--- src/rtl/serial_adder.sv ---
// rtl/serial_adder.sv - bit-serial N-bit adder driving one gate-level full_adder cell.
// Operands shift out LSB first; the sum is assembled MSB-in and published on the DONE entry edge.

module full_adder (
  input  logic i_a,
  input  logic i_b,
  input  logic i_carry_in,
  output logic o_s,
  output logic o_carry_out
);
  logic w_p;

  assign w_p         = i_a ^ i_b;
  assign o_s         = w_p ^ i_carry_in;
  assign o_carry_out = (i_a & i_b) | (i_carry_in & w_p);
endmodule

module serial_adder #(
  parameter int N = 8
) (
  input  logic         i_clk,
  input  logic         i_rst_n,
  input  logic         i_start,
  input  logic [N-1:0] i_a,
  input  logic [N-1:0] i_b,
  input  logic         i_carry_in,
  output logic         o_busy,
  output logic         o_done,
  output logic [N-1:0] o_sum,
  output logic         o_carry_out
);
  localparam int CW = $clog2(N + 1);

  typedef enum logic [1:0] {
    S_IDLE,
    S_ADD,
    S_DONE
  } state_t;

  state_t          r_state;
  state_t          w_state_next;
  logic [N-1:0]    r_a_sh;
  logic [N-1:0]    r_b_sh;
  logic [N-1:0]    r_sum_sh;
  logic [N-1:0]    r_sum;
  logic            r_carry;
  logic            r_carry_out;
  logic [CW-1:0]   r_cnt;
  logic            w_fa_s;
  logic            w_fa_carry_out;
  logic            w_last;
  logic [N-1:0]    w_sum_next;

  full_adder u_full_adder (
    .i_a         (r_a_sh[0]),
    .i_b         (r_b_sh[0]),
    .i_carry_in  (r_carry),
    .o_s         (w_fa_s),
    .o_carry_out (w_fa_carry_out)
  );

  assign w_last = (r_cnt == CW'(N - 1));

  // A one-bit sum register has nothing to shift; the new bit simply replaces it.
  generate
    if (N == 1) begin : g_sum_1
      assign w_sum_next = w_fa_s;
    end else begin : g_sum_n
      assign w_sum_next = {w_fa_s, r_sum_sh[N-1:1]};
    end
  endgenerate

  always_ff @(posedge i_clk or negedge i_rst_n) begin
    if (!i_rst_n) begin
      r_state <= S_IDLE;
    end else begin
      r_state <= w_state_next;
    end
  end

  always_comb begin
    w_state_next = r_state;
    o_busy       = 1'b0;
    o_done       = 1'b0;
    case (r_state)
      S_IDLE: begin
        if (i_start) begin
          w_state_next = S_ADD;
        end
      end
      S_ADD: begin
        o_busy = 1'b1;
        if (w_last) begin
          w_state_next = S_DONE;
        end
      end
      S_DONE: begin
        o_busy       = 1'b1;
        o_done       = 1'b1;
        w_state_next = S_IDLE;
      end
      default: begin
        w_state_next = S_IDLE;
      end
    endcase
  end

  always_ff @(posedge i_clk or negedge i_rst_n) begin
    if (!i_rst_n) begin
      r_a_sh      <= '0;
      r_b_sh      <= '0;
      r_sum_sh    <= '0;
      r_sum       <= '0;
      r_carry     <= 1'b0;
      r_carry_out <= 1'b0;
      r_cnt       <= '0;
    end else begin
      case (r_state)
        S_IDLE: begin
          if (i_start) begin
            r_a_sh  <= i_a;
            r_b_sh  <= i_b;
            r_carry <= i_carry_in;
            r_cnt   <= '0;
          end
        end
        S_ADD: begin
          r_sum_sh <= w_sum_next;
          r_a_sh   <= r_a_sh >> 1;
          r_b_sh   <= r_b_sh >> 1;
          r_carry  <= w_fa_carry_out;
          if (w_last) begin
            r_sum       <= w_sum_next;
            r_carry_out <= w_fa_carry_out;
          end else begin
            r_cnt <= r_cnt + 1'b1;
          end
        end
        default: begin
        end
      endcase
    end
  end

  assign o_sum       = r_sum;
  assign o_carry_out = r_carry_out;
endmodule

--- config.mk ---
export PLATFORM = sky130hd
export DESIGN_NAME = serial_adder
export DESIGN_NICKNAME = d
export VERILOG_FILES = /design/src/rtl/serial_adder.sv
export SDC_FILE = /design/constraint.sdc
export NUM_CORES = 1
export LEC_CHECK = 0
export CAP_MARGIN = 20
export CORE_MARGIN = 5
export CORE_UTILIZATION = 50
export CTS_CLUSTER_DIAMETER = 100
export DETAILED_ROUTE_END_ITERATION = 8
export DONT_BUFFER_PORTS = 1
export PLACE_DENSITY = 0.66
export SLEW_MARGIN = 0
export SYNTH_ARGS = -nofsm -noshare
export SYNTH_HDL_FRONTEND = slang
export SYNTH_SLANG_ARGS = --single-unit
--- constraint.sdc ---
create_clock -name i_clk -period 2.1 [get_ports i_clk]
set_input_delay 0.42 -clock i_clk [delete_from_list [all_inputs] [get_ports i_clk]]
set_output_delay 0.42 -clock i_clk [all_outputs]
set_load 0.02 [all_outputs]
==> impl_metrics.toml <==
[timing]
number_of_hold_violations_in_the_final_report = 0
slew_viol_final = 0
final.period_utilization = 0.8266
layout_min_cycle_time_ps = 1736
layout_setup_ws_ps = 364.1
report.final.setup_viol = 0
worst_hold_slack_ps = 281.2
worst_clock_skew_ps = 6.824
worstMarginPinSlew_ps = 336.5
rsz0062_at_grt = "no"
setup_total_negative_slack_ps = 0
fmax_ghz = 0.5761
relSlewSlack = 0.7757

[synth]
avgSynthCellArea_um2 = 13.08
synth_top_area_frac = 0.5292
synth_area_leader_cell = "dfrtp_1"
synth.yosys.seq_area_share = 0.5292
leading_cell_types_by_total_area_after_synthesis = "dfrtp_1 (53%), mux2i_1 (8.1%), mux2_4 (7.3%)"
synthesized_netlist_net_count = 167
syn-cell-area_um2 = 1844
synth_common_cells = "dfrtp_1 (39), nand2_1 (17), mux2i_1 (15)"
synth.most_common_cell = "dfrtp_1"
post_synth_inst_count = 141
synth-edff-count = 0
dominantRegCellSynth = "dfrtp_1"
yosys_register_bits = 39
ys_async_sr_fraction = 1.000
yosysWarningCount = 0
synth_cell_types = 28

[grt]
gr-usage-all-layers = 0.1406
grt_antenna_before_repair = 0
first_global_vias = 1105
overflow = 0
wire_length_of_the_first_global_routing_pass_um = 5506
grt_start_max_net_pins = 40

[final_layout]
drive_above_1_share = 0.2297
antenna_diode_count = 0
final_cell_count_no_fill = 196
final_area_um2 = 2033
syn2layout_area_growth_pct = 10.24
fin_nets = 173

[power_and_ir_drop]
share_clk_of_total_power = 0.215
leakage_nw = 0.9832
power_density_nw_per_um2 = 1670
internal_power_mw = 2.239
sequentialPowerShare = 0.410
p_switching_mw = 1.157
worst_ir_drop_vdd_v = 0.0006108
swShare = 0.3408
power.share.combinational = 0.375

[worst_hold_path]
hp-class = "in -> reg"
timing.hold.worst_path_depth = 2

[clock_network]
numClockSinks = 39
htree_num_levels = 2
insertion_delay_ps = 290
cts_inserted_buffers = 5
max-clock-path-buffers = 2
post_cts_resized = 0
post_cts_hold_buffer_count = 2
post_cts.repair.setup_buffers = 0
cts_tree = "yes"
clk_tree_root_cell = "clkbuf_8"
clkTransAtPathRegs_ps = 70

[critical_path]
critPathRequiredTime_ps = 2270
critical_path_arrival_ps = 1910
critical_path.startpoint_type = "register"
end_kind = "register"
crit_type = "reg -> reg"
timing.critical_path.fanout_max = 11
ff2ff_path_depth = 4

[floorplan]
die_w_um = 70.74
initial_utilization = 0.5115
die-area_um2 = 5003
die_y_um = 70.74
boundaryPins = 31
num_rows = 22
floorplan.core_area_um2 = 3606

[place]
dp_cells = 186
hpwl_um = 2249
routabilityCongestion = 0.7080
port_buffers = 0
place_worst_setup_slack_ps = 379.5
instance_area_at_placement_um2 = 1871

[drt]
drt_pre_antenna_iters = 4
dr_total_vias = 1037
route.final.wire_length_um = 3159
drc_errors_left = 0
ant_nets = 0
detailedRoute.firstIterationViolations = 43
post_drt_wl_per_cell_um = 16.12
drt-vias-per-instance = 5.291

[run_status]
run_status = "completed"

[job]
count_of_max_cap_constraint_violations = 0
==> power by group through the flow <==
| stage | Combinational, mW | Clock (mW) | Sequential (mW) |
|---|---|---|---|
| 3_5_place_dp | 1.27 | 0 | 1.41 |
| 4_1_cts | 1.30 | 0.749 | 1.40 |
| 2_1_floorplan | 1.15 | 0 | 1.34 |
| 5_1_grt | 1.43 | 0.779 | 1.44 |
| 3_3_place_gp | 1.21 | 0 | 1.39 |
| 6_report | 1.27 | 0.731 | 1.39 |
==> final timing paths <==
check	start	to	slack [ps]
worst max-delay path	r_state[1]	o_sum[4]	360
worst min-delay path	i_a[7]	r_a_sh[7]	280
worst max register to register	r_state[1]	o_sum[4]	360
worst min register to register	r_b_sh[2]	r_b_sh[2]	490
max in group asynchronous	i_rst_n	r_a_sh[2]	1310
min in group asynchronous	i_rst_n	o_sum[5]	590
==> cell usage in the layout, fill, tap and decap left out, drive strengths merged <==
cell | netlist | layout
o22ai | 1 | 1
nand4b | 1 | 1
mux2i | 16 | 16
bufinv | 0 | 2
a21oi | 1 | 1
buf | 6 | 5
nand2b | 5 | 5
nor2b | 1 | 1
o21ai | 18 | 18
nand2 | 17 | 17
nand3b | 1 | 1
mux2 | 18 | 18
nor2 | 1 | 1
fa | 1 | 1
inv | 2 | 2
dfrtp | 39 | 39
clkbuf | 1 | 6
nand3 | 1 | 1
or2b | 1 | 1
a22o | 3 | 3
and3 | 1 | 1
dlygate4sd3 | 0 | 1
ha | 5 | 5
a41o | 1 | 1
==> kinds of logic (layout without fill, tap and decap cells) <==
family	after synthesis	in the layout	synth area share
flip-flops	39	39	0.5292
multiplexers	34	34	0.2218
AND/OR/NAND/NOR	29	29	0.09090
AO/OA/AOI/OAI	24	24	0.07463
buffers and inverters	9	16	0.03867
adder cells (fa/ha/maj)	6	6	0.04478
==> area by class of cell <==
class                           instances  area, um2
Clock buffer                            6      72.57
Sequential cell                        39      975.9
Fill cell                             315       1573
Timing Repair Buffer                    6      60.06
Tap cell                               48      60.06
Clock inverter                          2      60.06
Inverter                                2      7.507
Multi-Input combinational cell         93      797.0
==> registers in the layout (all words and copies together) (netlist names) <==
signal	flops
r_cnt	4
o_sum	8
r_carry	1
r_b_sh	8
r_sum_sh	7
r_a_sh	8
r_state	2
o_carry_out	1
==> critical path: stages, from the launching register on <==
cell and delay [ps]:
dfrtp_1 400, inv_1 130, ha_1 380, nand4b_4 330
mux2_4 390
==> per-layer routing <==
layer / up-vias / wire [um] / global-route usage
met4: 0 / 51 / 0.05637
met3: 6 / 186 / 0.04688
met1: 499 / 1353 / 0.1714
met2: 28 / 1567 / 0.2297
li1: 504 / - / -
met5: - / 0 / 0
==> per-stage QoR <==
step / utilization / total power, mW
final: 0.5638 / 3.396
after global routing: 0.5638 / 3.651
after CTS: 0.5638 / 3.447
after detailed placement: 0.5187 / 2.680
after global placement: 0.5187 / 2.602
after floorplan: - / 2.484
Note: power is estimated with default switching activity, not from simulation.
